[src/rtl/seg7_pkg.sv]
// rtl/seg7_pkg.sv - shared 7-segment bit order, glyph constants and hex-to-glyph table
//
// Purpose: one definition of the segment mapping, used by both the encoder and
//          the scan decoder so the two ends of the display bus cannot disagree.
// Contents: SEG_A..SEG_G  bit positions inside seg[6:0] ({a,b,c,d,e,f,g})
//           GLYPH_0..GLYPH_F  active-high segment patterns for hex digits
//           hex_to_glyph()    value -> pattern lookup
package seg7_pkg;

  localparam int SEG_A = 6;
  localparam int SEG_B = 5;
  localparam int SEG_C = 4;
  localparam int SEG_D = 3;
  localparam int SEG_E = 2;
  localparam int SEG_F = 1;
  localparam int SEG_G = 0;

  localparam logic [6:0] GLYPH_0 = 7'b1111110;
  localparam logic [6:0] GLYPH_1 = 7'b0110000;
  localparam logic [6:0] GLYPH_2 = 7'b1101101;
  localparam logic [6:0] GLYPH_3 = 7'b1111001;
  localparam logic [6:0] GLYPH_4 = 7'b0110011;
  localparam logic [6:0] GLYPH_5 = 7'b1011011;
  localparam logic [6:0] GLYPH_6 = 7'b1011111;
  localparam logic [6:0] GLYPH_7 = 7'b1110000;
  localparam logic [6:0] GLYPH_8 = 7'b1111111;
  localparam logic [6:0] GLYPH_9 = 7'b1111011;
  localparam logic [6:0] GLYPH_A = 7'b1110111;
  localparam logic [6:0] GLYPH_B = 7'b0011111;
  localparam logic [6:0] GLYPH_C = 7'b1001110;
  localparam logic [6:0] GLYPH_D = 7'b0111101;
  localparam logic [6:0] GLYPH_E = 7'b1001111;
  localparam logic [6:0] GLYPH_F = 7'b1000111;

  function automatic logic [6:0] hex_to_glyph(input logic [3:0] v);
    logic [6:0] g;
    case (v)
      4'h0:    g = GLYPH_0;
      4'h1:    g = GLYPH_1;
      4'h2:    g = GLYPH_2;
      4'h3:    g = GLYPH_3;
      4'h4:    g = GLYPH_4;
      4'h5:    g = GLYPH_5;
      4'h6:    g = GLYPH_6;
      4'h7:    g = GLYPH_7;
      4'h8:    g = GLYPH_8;
      4'h9:    g = GLYPH_9;
      4'hA:    g = GLYPH_A;
      4'hB:    g = GLYPH_B;
      4'hC:    g = GLYPH_C;
      4'hD:    g = GLYPH_D;
      4'hE:    g = GLYPH_E;
      default: g = GLYPH_F;
    endcase
    return g;
  endfunction

endpackage

[src/rtl/seg7_glyph_decode.sv]
// rtl/seg7_glyph_decode.sv - combinational 7-segment pattern to hex value decoder
//
// Purpose: reverse lookup of the shared glyph table.
// Ports:   seg_i    [6:0] segment pattern, {a,b,c,d,e,f,g}, active-high
//          legal_o        pattern is one of the sixteen hex glyphs
//          value_o  [3:0] decoded value (0 when not legal)
module seg7_glyph_decode
  import seg7_pkg::*;
(
  input  logic [6:0] seg_i,
  output logic       legal_o,
  output logic [3:0] value_o
);

  // All sixteen glyphs are distinct, so at most one table entry can match.
  always_comb begin
    legal_o = 1'b0;
    value_o = 4'h0;
    for (int v = 0; v < 16; v++) begin
      if (seg_i == hex_to_glyph(4'(v))) begin
        legal_o = 1'b1;
        value_o = 4'(v);
      end
    end
  end

endmodule

[src/rtl/seg7_scan_decoder.sv]
// rtl/seg7_scan_decoder.sv - multiplexed 7-segment bus monitor rebuilding per-digit values
//
// Purpose: samples {an,seg}; once a one-hot pattern has been identical for
//          STABLE consecutive clocks it is captured once into the selected digit.
// Ports:   clk        system clock, rising edge
//          rst_n      asynchronous active-low reset
//          seg  [6:0] segment lines {a,b,c,d,e,f,g}, active-high
//          an   [NDIG-1:0] digit enables, active-high, expected one-hot
//          digits [4*NDIG-1:0] decoded value per digit, digit i at [4i+3:4i]
//          dig_valid [NDIG-1:0] sticky: digit i has received a legal capture
//          upd        one-cycle pulse, legal capture written
//          err        one-cycle pulse, stable pattern was not a legal glyph
//          upd_idx    digit index of the current upd/err pulse
module seg7_scan_decoder
  import seg7_pkg::*;
#(
  parameter  int NDIG   = 4,
  parameter  int STABLE = 3,
  localparam int IDXW   = (NDIG > 1) ? $clog2(NDIG) : 1
) (
  input  logic                 clk,
  input  logic                 rst_n,
  input  logic [6:0]           seg,
  input  logic [NDIG-1:0]      an,
  output logic [4*NDIG-1:0]    digits,
  output logic [NDIG-1:0]      dig_valid,
  output logic                 upd,
  output logic                 err,
  output logic [IDXW-1:0]      upd_idx
);

  localparam int             CW        = $clog2(STABLE + 1);
  localparam logic [CW-1:0]  CNT_SAT   = CW'(STABLE);
  localparam logic [CW-1:0]  CNT_CAPT  = CW'(STABLE - 1);

  logic [NDIG+6:0]   samp_q, samp_d;
  logic [CW-1:0]     cnt_q, cnt_d;
  logic [4*NDIG-1:0] digits_q, digits_d;
  logic [NDIG-1:0]   dig_valid_q, dig_valid_d;
  logic              upd_q, upd_d;
  logic              err_q, err_d;
  logic [IDXW-1:0]   upd_idx_q, upd_idx_d;

  logic              onehot;
  logic              same;
  logic              capture;
  logic [IDXW-1:0]   idx;
  logic              legal;
  logic [3:0]        value;

  seg7_glyph_decode u_decode (
    .seg_i   (seg),
    .legal_o (legal),
    .value_o (value)
  );

  assign onehot  = (an != '0) && ((an & (an - 1'b1)) == '0);
  assign same    = ({an, seg} == samp_q);
  // cnt saturates at STABLE, so the STABLE-1 compare fires only once per run.
  assign capture = onehot && same && (cnt_q == CNT_CAPT);

  always_comb begin
    idx = '0;
    for (int i = 0; i < NDIG; i++) begin
      if (an[i]) idx = IDXW'(i);
    end
  end

  always_comb begin
    samp_d      = {an, seg};
    cnt_d       = cnt_q;
    digits_d    = digits_q;
    dig_valid_d = dig_valid_q;
    upd_d       = 1'b0;
    err_d       = 1'b0;
    upd_idx_d   = upd_idx_q;

    if (!onehot) begin
      cnt_d = '0;
    end else if (same) begin
      cnt_d = (cnt_q == CNT_SAT) ? CNT_SAT : cnt_q + 1'b1;
    end else begin
      cnt_d = CW'(1);
    end

    if (capture) begin
      upd_idx_d = idx;
      if (legal) begin
        upd_d = 1'b1;
        for (int i = 0; i < NDIG; i++) begin
          if (an[i]) begin
            digits_d[4*i +: 4] = value;
            dig_valid_d[i]     = 1'b1;
          end
        end
      end else begin
        err_d = 1'b1;
      end
    end
  end

  always_ff @(posedge clk or negedge rst_n) begin
    if (!rst_n) begin
      samp_q      <= '0;
      cnt_q       <= '0;
      digits_q    <= '0;
      dig_valid_q <= '0;
      upd_q       <= 1'b0;
      err_q       <= 1'b0;
      upd_idx_q   <= '0;
    end else begin
      samp_q      <= samp_d;
      cnt_q       <= cnt_d;
      digits_q    <= digits_d;
      dig_valid_q <= dig_valid_d;
      upd_q       <= upd_d;
      err_q       <= err_d;
      upd_idx_q   <= upd_idx_d;
    end
  end

  assign digits    = digits_q;
  assign dig_valid = dig_valid_q;
  assign upd       = upd_q;
  assign err       = err_q;
  assign upd_idx   = upd_idx_q;

endmodule

[config.mk]
export PLATFORM = sky130hd
export DESIGN_NAME = seg7_scan_decoder
export DESIGN_NICKNAME = d
export VERILOG_FILES = /design/src/rtl/seg7_pkg.sv /design/src/rtl/seg7_glyph_decode.sv /design/src/rtl/seg7_scan_decoder.sv
export SDC_FILE = /design/constraint.sdc
export NUM_CORES = 1
export LEC_CHECK = 0
export ABC_AREA = 1
export BUFFER_PORTS_ARGS = -buffer_cell sky130_fd_sc_hd__buf_4
export CORE_UTILIZATION = 54
export DETAILED_ROUTE_END_ITERATION = 8
export HOLD_SLACK_MARGIN = 0.03
export PLACE_DENSITY = 0.81
export SYNTH_ARGS = -nofsm -noshare
export SYNTH_HDL_FRONTEND = slang
export SYNTH_SLANG_ARGS = --single-unit
[constraint.sdc]
create_clock -name clk -period 1.7 [get_ports clk]
set_input_delay 0.085 -clock clk [delete_from_list [all_inputs] [get_ports clk]]
set_output_delay 0.085 -clock clk [all_outputs]
set_load 0.005 [all_outputs]
Word-level counts from Yosys, hierarchy flattened
Index checks and enable logic that the tools add are counted.
{"block": "totals", "latch_bits": 0, "out_inout_bits": 24, "in_bits": 13, "ff_bits": 37, "memories": 0, "rom_bits": 0, "ram_bits": 0}
{"block": "classes", "n_reduce_logical": 9, "order_cmp": 0, "bitwise": 1, "mux": 41, "n_eq_ne": 19, "addsub": 2, "mul": 0, "shift": 0, "div": 0}
{"op": "== test 7 bit (second input constant)", "n": 12}
{"op": "two-way mux 4 bit", "n": 8}
{"op": "two-way mux 1 bit", "n": 22}
{"op": "== test 7 x 6 -> 1 bit (second input constant)", "n": 3}
{"op": "two-way mux 2 bit", "n": 7}
{"op": "two-way mux 3 bit", "n": 4}
{"op": "AND reduction 3 bit", "n": 4}
{"op": "== test 11 bit", "n": 1}
{"op": "== test 7 x 5 -> 1 bit (second input constant)", "n": 1}
{"op": "bitwise AND 4 bit", "n": 1}
{"op": "== test 2 bit (second input constant)", "n": 2}
{"op": "zero test 4 bit", "n": 1}
{"op": "nonzero test 4 bit", "n": 1}
{"op": "subtractor 4 x 1 -> 4 bit (second input constant)", "n": 1}
{"op": "logical AND 1 bit", "n": 3}
{"op": "adder 2 x 1 -> 2 bit (second input constant)", "n": 1}

Depth between registers and ports, before layout
Gate-level depths: netlist of run 1.
{"block": "logic_depth", "ltp_word": 19, "ltp_mapped": 12, "depth_no_buf": 11}

Cells and area by module
A second synthesis of run 1 with hierarchy kept.
{"block": "unflattened", "cells_unflattened": 251, "area_unflattened_um2": 1935.6}
{"module": "seg7_scan_decoder", "cells_per_inst": 191, "area_each_um2": 1662.8, "instances": 1}
{"module": "seg7_glyph_decode", "cells_per_inst": 60, "area_each_um2": 272.8, "instances": 1}

Least setup slack after synthesis of run 1
No wires, ideal clock.
{"block": "synth_timing", "path_type": "flip-flop to flip-flop", "startpoint": "register samp_q[7]", "endpoint": "register digits_q[8] (netlist: digits[8])", "stages_incl_launch_ff": 9, "t_arrival_ns": 1.337, "n_path_buf": 0, "path_slack_ns": 0.246, "setup_time_ns": 0.118, "path_cell_list": "dfrtp_1 xnor2_1 nand2_1 nor2_1 nand4_4 nor2_4 nand2_2 nand2_1 nand2_1"}
{"block": "synth_between", "elab_chain_len": 4}
{"item": "start: declaration", "line_no": "seg7_scan_decoder.sv:36", "rtl": "logic [NDIG+6:0] samp_q, samp_d;"}
{"item": "start signal: assignment", "line_no": "seg7_scan_decoder.sv:112", "rtl": "samp_q <= samp_d;"}
{"item": "== test 11 bit", "line_no": "seg7_scan_decoder.sv:58", "rtl": "assign same = ({an, seg} == samp_q);"}
{"item": "logical AND 1 bit (2 in a row)", "line_no": "seg7_scan_decoder.sv:60", "rtl": "assign capture = onehot && same && (cnt_q == CNT_CAPT);"}
{"item": "AND reduction 3 bit (no line)"}
{"item": "end signal: assignment", "line_no": "seg7_scan_decoder.sv:114", "rtl": "digits_q <= digits_d;"}
{"item": "end: declaration", "line_no": "seg7_scan_decoder.sv:38", "rtl": "logic [4*NDIG-1:0] digits_q, digits_d;"}
Every way passes these cells.
A chain may end at the register's enable or synchronous reset.

Final worst setup path of run 1
{"block": "layout_timing", "startpoint": "input seg[4]", "endpoint": "register digits_q[8] (netlist: digits[8])"}
{"block": "layout_between", "elab_chain_len": 18, "elab_cells_between_ends": 51, "cone_classes": "eq/ne: 17; mux: 31; reduce/logical: 3"}
{"item": "start: declaration", "line_no": "seg7_scan_decoder.sv:23", "rtl": "input logic [6:0] seg,"}
{"item": "== test 7 bit", "line_no": "seg7_glyph_decode.sv:20", "rtl": "if (seg_i == hex_to_glyph(4'(v))) begin"}
{"item": "two-way mux 1 bit (16 in a row)", "line_no": "seg7_glyph_decode.sv:20"}
{"item": "AND reduction 3 bit (no line)"}
Several ways; a longest one is shown, not always the timed one.

==> results of run 1 <==
==> Yosys cell counts <==
library cell and count:
sky130_fd_sc_hd__nand2_2 3, sky130_fd_sc_hd__nor2_2 2, sky130_fd_sc_hd__dfrtp_1 37, sky130_fd_sc_hd__o21a_1 1, sky130_fd_sc_hd__a21oi_2 1, sky130_fd_sc_hd__and2_1 1, sky130_fd_sc_hd__buf_6 1, sky130_fd_sc_hd__nor2_4 6
sky130_fd_sc_hd__nand4_4 1, sky130_fd_sc_hd__xnor2_1 5, sky130_fd_sc_hd__a31oi_1 1, sky130_fd_sc_hd__nand4_1 5, sky130_fd_sc_hd__o21ai_0 2, sky130_fd_sc_hd__inv_2 7, sky130_fd_sc_hd__nand2_4 3, sky130_fd_sc_hd__a21oi_1 2
sky130_fd_sc_hd__nor3_1 2, sky130_fd_sc_hd__buf_4 1, sky130_fd_sc_hd__o21ai_1 1, sky130_fd_sc_hd__nand3_1 29, sky130_fd_sc_hd__nand2_1 75, sky130_fd_sc_hd__inv_1 25, sky130_fd_sc_hd__nor4_1 1, sky130_fd_sc_hd__nor2_1 26
sky130_fd_sc_hd__nand3_2 1
==> routing by layer <==
| layer | GRT usage (%) | part of all wire (%) | vias to the layer above |
|---|---|---|---|
| met4 | 10.1 | 1.6 | 0 |
| li1 | - | - | 881 |
| met5 | 0 | 0 | - |
| met2 | 40.5 | 51 | 51 |
| met1 | 30.8 | 42 | 805 |
| met3 | 5.67 | 4.6 | 8 |
==> cell families (layout without fill, tap and decap cells) <==
logic type	count (synthesis)	after routing	share of synthesized area, %
DFF	37	37	48.8
AOI/OAI and AO/OA	8	8	2.51
xor gates and xnor gates	5	5	2.31
and+or+nand+nor	155	155	39.1
buffers and inverters	34	100	7.32
==> worst max-delay path, cell delays in order <==
cell,delay [ps]
sky130_fd_sc_hd__dlygate4sd3_1,550
sky130_fd_sc_hd__buf_4,160
sky130_fd_sc_hd__nand2_1,70
sky130_fd_sc_hd__nand2_1,70
sky130_fd_sc_hd__nor2_2,120
sky130_fd_sc_hd__nand2_2,90
sky130_fd_sc_hd__nor2_4,130
sky130_fd_sc_hd__nand4_4,240
sky130_fd_sc_hd__nor2_4,260
sky130_fd_sc_hd__nand2_4,100
sky130_fd_sc_hd__nand2_1,90
sky130_fd_sc_hd__nand2_1,70
==> registers in the layout, indices dropped and copies added, names as in the netlist <==
signal     flops
digits        16
samp_q        11
err            1
upd_idx        2
upd            1
cnt_q          2
dig_valid      4
==> layout make-up <==
type,count,area share [%]
clock buffer,5,1.43
clock inverter,3,2.62
multi-input combinational,168,34.6
inverter,32,4.56
timing repair buffer,60,19.4
sequential,37,35.2
tap,46,2.19
==> power by group <==
part           switching [mW]  total, mW  internal (mW)
clock network           0.319      0.782          0.463
logic                   0.136      0.225         0.0894
registers             0.00881      0.904          0.896
total                   0.463       1.91           1.45
==> metrics by stage <==
stage	util, %	TNS (ps)
after floorplan	-	0
after global routing	78.2	-2300
after CTS	73.0	0
final	78.2	-483
after detailed placement	66.2	0
after global placement	66.2	0
==> worst min-delay path by stage <==
stage | startpoint | endpoint | slack [ps] | depth (start not counted)
after global routing | seg[1] | samp_q[1] | 80 | 2
after floorplan | rst_n | cnt_q[0] | -210 | 0
after detailed placement | rst_n | digits[6] | 60 | 1
after CTS | an[1] | upd_idx[0] | 90 | 3
after global placement | rst_n | dig_valid[1] | 70 | 1
final | seg[1] | samp_q[1] | 100 | 2
==> repair_timing <==
item,in CTS,in global routing
endpoints found under the setup margin,0,20
resized for setup,0,31
setup buffers,0,11
hold buffers,12,0
hold endpoints to repair,48,0
==> Flow_metrics.wiki, run 1 <==
{| class="wikitable"
! Metric !! Value
|-
| Status || complete, but fails checks
|-
| Failing checks || negative setup slack
|-
| Remaining number of nets flagged by the antenna check after routing || 0
|-
| Count of routing violations after the opening detailed-route iteration || between 80 and 90
|-
| Pwr Total || around 1.9 mW
|-
| Via density per instance || just under 5
|-
| Post-detailed-route wirelength per cell || 12.5 microns
|-
| Final Routed Wirelength || between 4000 and 5000 microns
|-
| Count of endpoints failing hold in the final timing report || 0
|-
| Ys Warns || 0
|-
| Final count of pins violating max slew || 0
|-
| Synth area leader || sky130_fd_sc_hd__dfrtp_1
|-
| Worst setup slack before clock tree synthesis || about 80 ps
|-
| Crit Path Category || in2reg
|-
| Wire length of the first global-routing pass || roughly 6600 microns
|-
| Slew at the pin closest to its max-slew limit || between 400 and 500 ps
|-
| Startpoint of the worst register-to-register path || samp_q[1]
|-
| DRC viols || 0
|-
| Relative slew margins || a little over two thirds
|-
| Worst R2R Path Depth || 10
|-
| Synth Cell Area || about 1900 sq um
|-
| Detailed Routing Iterations Pass 1 || 4
|-
| Final std cells w/o fill || roughly 350
|-
| Final RePlAce weighted congestion || slightly above 0.9
|-
| Required time at the worst-slack endpoint || slightly below 2000 ps
|-
| CP startpoint kind || primary input
|-
| Share of layout cells above drive strength 1 || roughly a third
|-
| CTS root buffer || sky130_fd_sc_hd__clkbuf_4
|-
| Slack of the worst reg-to-reg path || -30 ps
|-
| Min setup slack post-route || -83.0 ps
|-
| Share of the yosys chip area belonging to registers || between 40 and 50%
|-
| Die W || roughly 61 microns
|-
| Clock Path Buffers || 2
|-
| Multi-input combinational cell area || roughly 900 sq um
|-
| Worst min-delay path class || in2reg
|-
| Number of placed I/O pins || 37
|-
| Overall routing resource usage || 24.4%
|-
| Total number of H-tree levels || 2
|-
| Fill cell count || around 250
|-
| RSZ-0062 raised after global routing || true
|-
| Area fraction of the dominant cell type after synthesis || between 40% and 50%
|-
| Placed cell count || 320
|-
| Kind of capture point of the worst setup path || register
|-
| Number of standard-cell rows in the floorplan || 21
|-
| Detail Placement HPWL || between 2000 and 3000 microns
|-
| Number of storage elements in the synthesis netlist || 37
|-
| Mean post-synth cell area || around 7.9 sq um
|-
| Layout Skew || around 12 ps
|-
| Number of global-route vias before repair || 1553
|-
| Initial core utilization || between 50% and 60%
|-
| FF+latch area || between 900 and 1000 sq um
|-
| Die ar. || 3760 sq um
|-
| Setup crit end || digits[8]
|-
| MaxCap Viol Count || 0
|-
| Worst path arrival time || approximately 2000 ps
|-
| Post-route design area || about 2600 sq um
|-
| Clock latency reported for the late side of the worst-skew pair || 350 ps
|-
| Maximum fanout along the worst path || 8
|-
| Clock sink count || 37
|-
| Inserted Clock Buffers || 5
|-
| Area of the core || ~3400 sq um
|-
| Worst IR Drop VDD || about 0.00056 V
|-
| Total vias in the final route || roughly 1700
|-
| Minimum clock period || approximately 1800 ps
|-
| Post-route worst hold slack || between 90 and 100 ps
|-
| CTS tree || yes
|-
| Worst setup startpoint || seg[4]
|-
| Clock-pin slew on the worst setup and hold paths || 130 ps
|-
| Height of the chip || 61.3 microns
|-
| Number of port buffers || 36
|-
| Post-synth net total || around 250
|-
| Gr ovfl total || 0
|-
| Gate count after technology mapping || roughly 240
|-
| Endpoints failing setup || 18
|-
| Leakage || roughly 1.5 nW
|-
| Post-layout nets || around 320
|-
| Diodes inserted || 0
|-
| Biggest area contributors in the synthesized netlist || sky130_fd_sc_hd__dfrtp_1, sky130_fd_sc_hd__nand2_1, sky130_fd_sc_hd__nand3_1
|-
| Largest net degree at the start of global routing || 38
|-
| Area Growth Syn to Fin || 38.6%
|-
| Number of library cell types mapped by synthesis || 25
|-
| Most frequent cells in the layout || sky130_fd_sc_hd__nand2_1, sky130_fd_sc_hd__buf_4, sky130_fd_sc_hd__dfrtp_1
|-
| Initial antenna violation count || 0
|-
| Reg-to-Reg End || digits[8]
|-
| Total cell area at the placement stage || about 2200 sq um
|-
| Final cycle utilization of the critical path || 105%
|-
| Maximum operating frequency || between 0.5 and 0.6 GHz
|-
| Most common cell after layout, fill and taps aside || sky130_fd_sc_hd__nand2_1
|-
| Pwr dens || a little over 700 nW/um^2
|}
(Power assumes the default switching activity.)
==> inputs of run 2 (changes only) <==
- BUFFER_PORTS_ARGS: -buffer_cell sky130_fd_sc_hd__buf_4 -> -buffer_cell sky130_fd_sc_hd__buf_2
- CORE_MARGIN: not set -> 3
- CORE_UTILIZATION: 54 -> 50
- PLACE_DENSITY: 0.81 -> 0.76
==> Flow_metrics.wiki, run 2 (synthesis gave the netlist of run 1 again) <==
{| class="wikitable"
! Metric !! Value
|-
| Clock-pin slew on the worst setup and hold paths || approximately 70 ps
|-
| Clock latency reported for the late side of the worst-skew pair || 290 ps
|-
| Area of the core || 3490 sq um
|-
| Fill cell count || ~270
|-
| Worst setup startpoint || samp_q[1]
|-
| Worst R2R Path Depth || 10
|-
| CTS root buffer || sky130_fd_sc_hd__clkbuf_8
|-
| Max stage delay cell, worst path || sky130_fd_sc_hd__dfrtp_1
|-
| Total cell area at the placement stage || between 2000 and 2500 sq um
|-
| Clock sink count || 37
|-
| RSZ-0062 raised after global routing || true
|-
| Detailed Routing Iterations Pass 1 || 4
|-
| Die ar. || between 4000 and 5000 sq um
|-
| Worst path arrival time || approximately 1900 ps
|-
| Diodes inserted || 0
|-
| Slack of the worst reg-to-reg path || about 56 ps
|-
| Layout Skew || approximately 5.3 ps
|-
| Share of layout cells above drive strength 1 || a little under a third
|-
| Crit Path Category || reg2reg
|-
| Pwr Total || ~1.9 mW
|-
| Clock Path Buffers || 2
|-
| Overall routing resource usage || approximately 20%
|-
| Height of the chip || 67.6 microns
|-
| Startpoint of the worst register-to-register path || samp_q[1]
|-
| Area Growth Syn to Fin || 31.0%
|-
| Number of global-route vias before repair || roughly 1500
|-
| Count of endpoints failing hold in the final timing report || 0
|-
| Via density per instance || 5.05
|-
| DRC viols || 0
|-
| Worst IR Drop VDD || around 0.00060 V
|-
| Initial core utilization || approximately 54%
|-
| CP startpoint kind || register
|-
| Required time at the worst-slack endpoint || 1930 ps
|-
| Maximum operating frequency || 0.608 GHz
|-
| Largest net degree at the start of global routing || 38
|-
| Gr ovfl total || 0
|-
| Count of routing violations after the opening detailed-route iteration || ~110
|-
| Final Routed Wirelength || roughly 4200 microns
|-
| Wire length of the first global-routing pass || 6580 microns
|-
| Final count of pins violating max slew || 0
|-
| Final cycle utilization of the critical path || 96.7%
|-
| MaxCap Viol Count || 0
|-
| Total vias in the final route || 1743
|-
| Detail Placement HPWL || 2880 microns
|-
| Remaining number of nets flagged by the antenna check after routing || 0
|-
| Max FFs per register || 16
|-
| Kind of capture point of the worst setup path || register
|-
| Reg-to-Reg End || digits[10]
|-
| Status || finished clean
|-
| Relative slew margins || between 70% and 80%
|-
| Cell-by-cell trace of the critical path || nor2_2 -> nor2_1 -> nor2_1 -> nand2_2 -> nor2_4 -> nand4_4 -> nor2_4 -> buf_4 -> nand3_1 -> nand2_1
|-
| CTS tree || yes
|-
| Slew at the pin closest to its max-slew limit || 351 ps
|-
| Max incr delay on CP || 390 ps
|-
| Maximum fanout along the worst path || 5
|-
| Pwr dens || 748 nW/um^2
|-
| Initial antenna violation count || 0
|-
| Inserted Clock Buffers || 5
|-
| Number of placed I/O pins || 37
|-
| Total number of H-tree levels || 2
|-
| Post-route design area || about 2500 sq um
|-
| Setup crit end || digits[10]
|-
| Leakage || approximately 1.4 nW
|-
| Die W || ~68 microns
|-
| Minimum clock period || between 1500 and 2000 ps
|-
| Most frequent cells in the layout || sky130_fd_sc_hd__nand2_1, sky130_fd_sc_hd__dfrtp_1, sky130_fd_sc_hd__buf_2
|-
| Number of port buffers || 36
|-
| Most common cell after layout, fill and taps aside || sky130_fd_sc_hd__nand2_1
|-
| Endpoints failing setup || 0
|-
| Final RePlAce weighted congestion || about 0.85
|-
| Post-layout nets || 311
|-
| Number of standard-cell rows in the floorplan || 21
|-
| Worst min-delay path class || in2reg
|-
| Post-detailed-route wirelength per cell || 12.1 microns
|}
-- run 2: cell types whose count changed in the layout (fill, tap and decap cells not counted), sizes merged --
cell          change
buf               -7
bufinv            -1
clkinv            +1
clkinvlp          +1
dlygate4sd3       +1
dlymetal6s4s      -1
inv               -1
nand4             +1
-- run 2: layout make-up --
type | count | area [sq um] | share of cell area [%]
Sequential cell | 37 | 926 | 37.2
Multi-Input combinational cell | 169 | 901 | 36.2
Timing Repair Buffer | 53 | 367 | 14.7
Inverter | 32 | 120 | 4.83
Clock buffer | 5 | 68.8 | 2.77
Tap cell | 46 | 57.6 | 2.32
Clock inverter | 3 | 46.3 | 1.86
-- run 2: how the worst min path moves through the flow --
| stage | from | to | slack, ps | depth (start not counted) |
|---|---|---|---|---|
| 6_report | an[2] | upd_idx[1] | 220 | 3 |
| 5_1_grt | an[2] | upd_idx[1] | 210 | 3 |
| 4_1_cts | an[3] | upd_idx[0] | 200 | 3 |
| 3_5_place_dp | rst_n | digits[1] | 60 | 2 |
| 3_3_place_gp | rst_n | dig_valid[0] | 60 | 2 |
| 2_1_floorplan | rst_n | cnt_q[0] | -210 | 0 |
-- run 2: worst max-delay path, delay by kind of cell (launching register included) --
family / cells / cell delay (ps)
flops: 1 / 390
buf+inv: 1 / 140
simple gates: 9 / 1050
-- run 2: report_power, final --
group	leakage [nW]	switching (mW)	internal, mW
clock	0.0543	0.310	0.438
sequential	0.469	0.00819	0.896
combinational	0.901	0.130	0.0768
total	1.42	0.449	1.41
-- run 2: through the flow --
| step | hold WS (ps) | std cells | setup TNS (ps) | utilization, % | setup WS, ps |
|---|---|---|---|---|---|
| floorplan | -211 | 239 | 0 | - | 246 |
| global placement | 60.0 | 321 | 0 | 61.7 | 87.6 |
| detailed placement | 60.7 | 321 | 0 | 61.7 | 73.6 |
| CTS | 205 | 341 | 0 | 68.5 | 32.9 |
| global route | 210 | 345 | -1200 | 71.1 | -134 |
| finish | 215 | 345 | 0 | 71.1 | 55.7 |
-- run 2: what timing repair did --
item	4_1_cts	5_1_grt
hold buffers	12	0
setup buffers	0	3
hold endpoints to repair	48	0
gates resized for setup	0	19
endpoints found under the setup margin	0	20
-- run 2: layer usage --
metal  part of all wire (%)  GRT usage, %  vias to the layer above
met5                      0             0                        -
met4                    1.7          11.1                        0
met3                    5.6          4.83                        7
met2                     49          30.5                       55
met1                     44          24.7                      809
li1                       -             -                      872
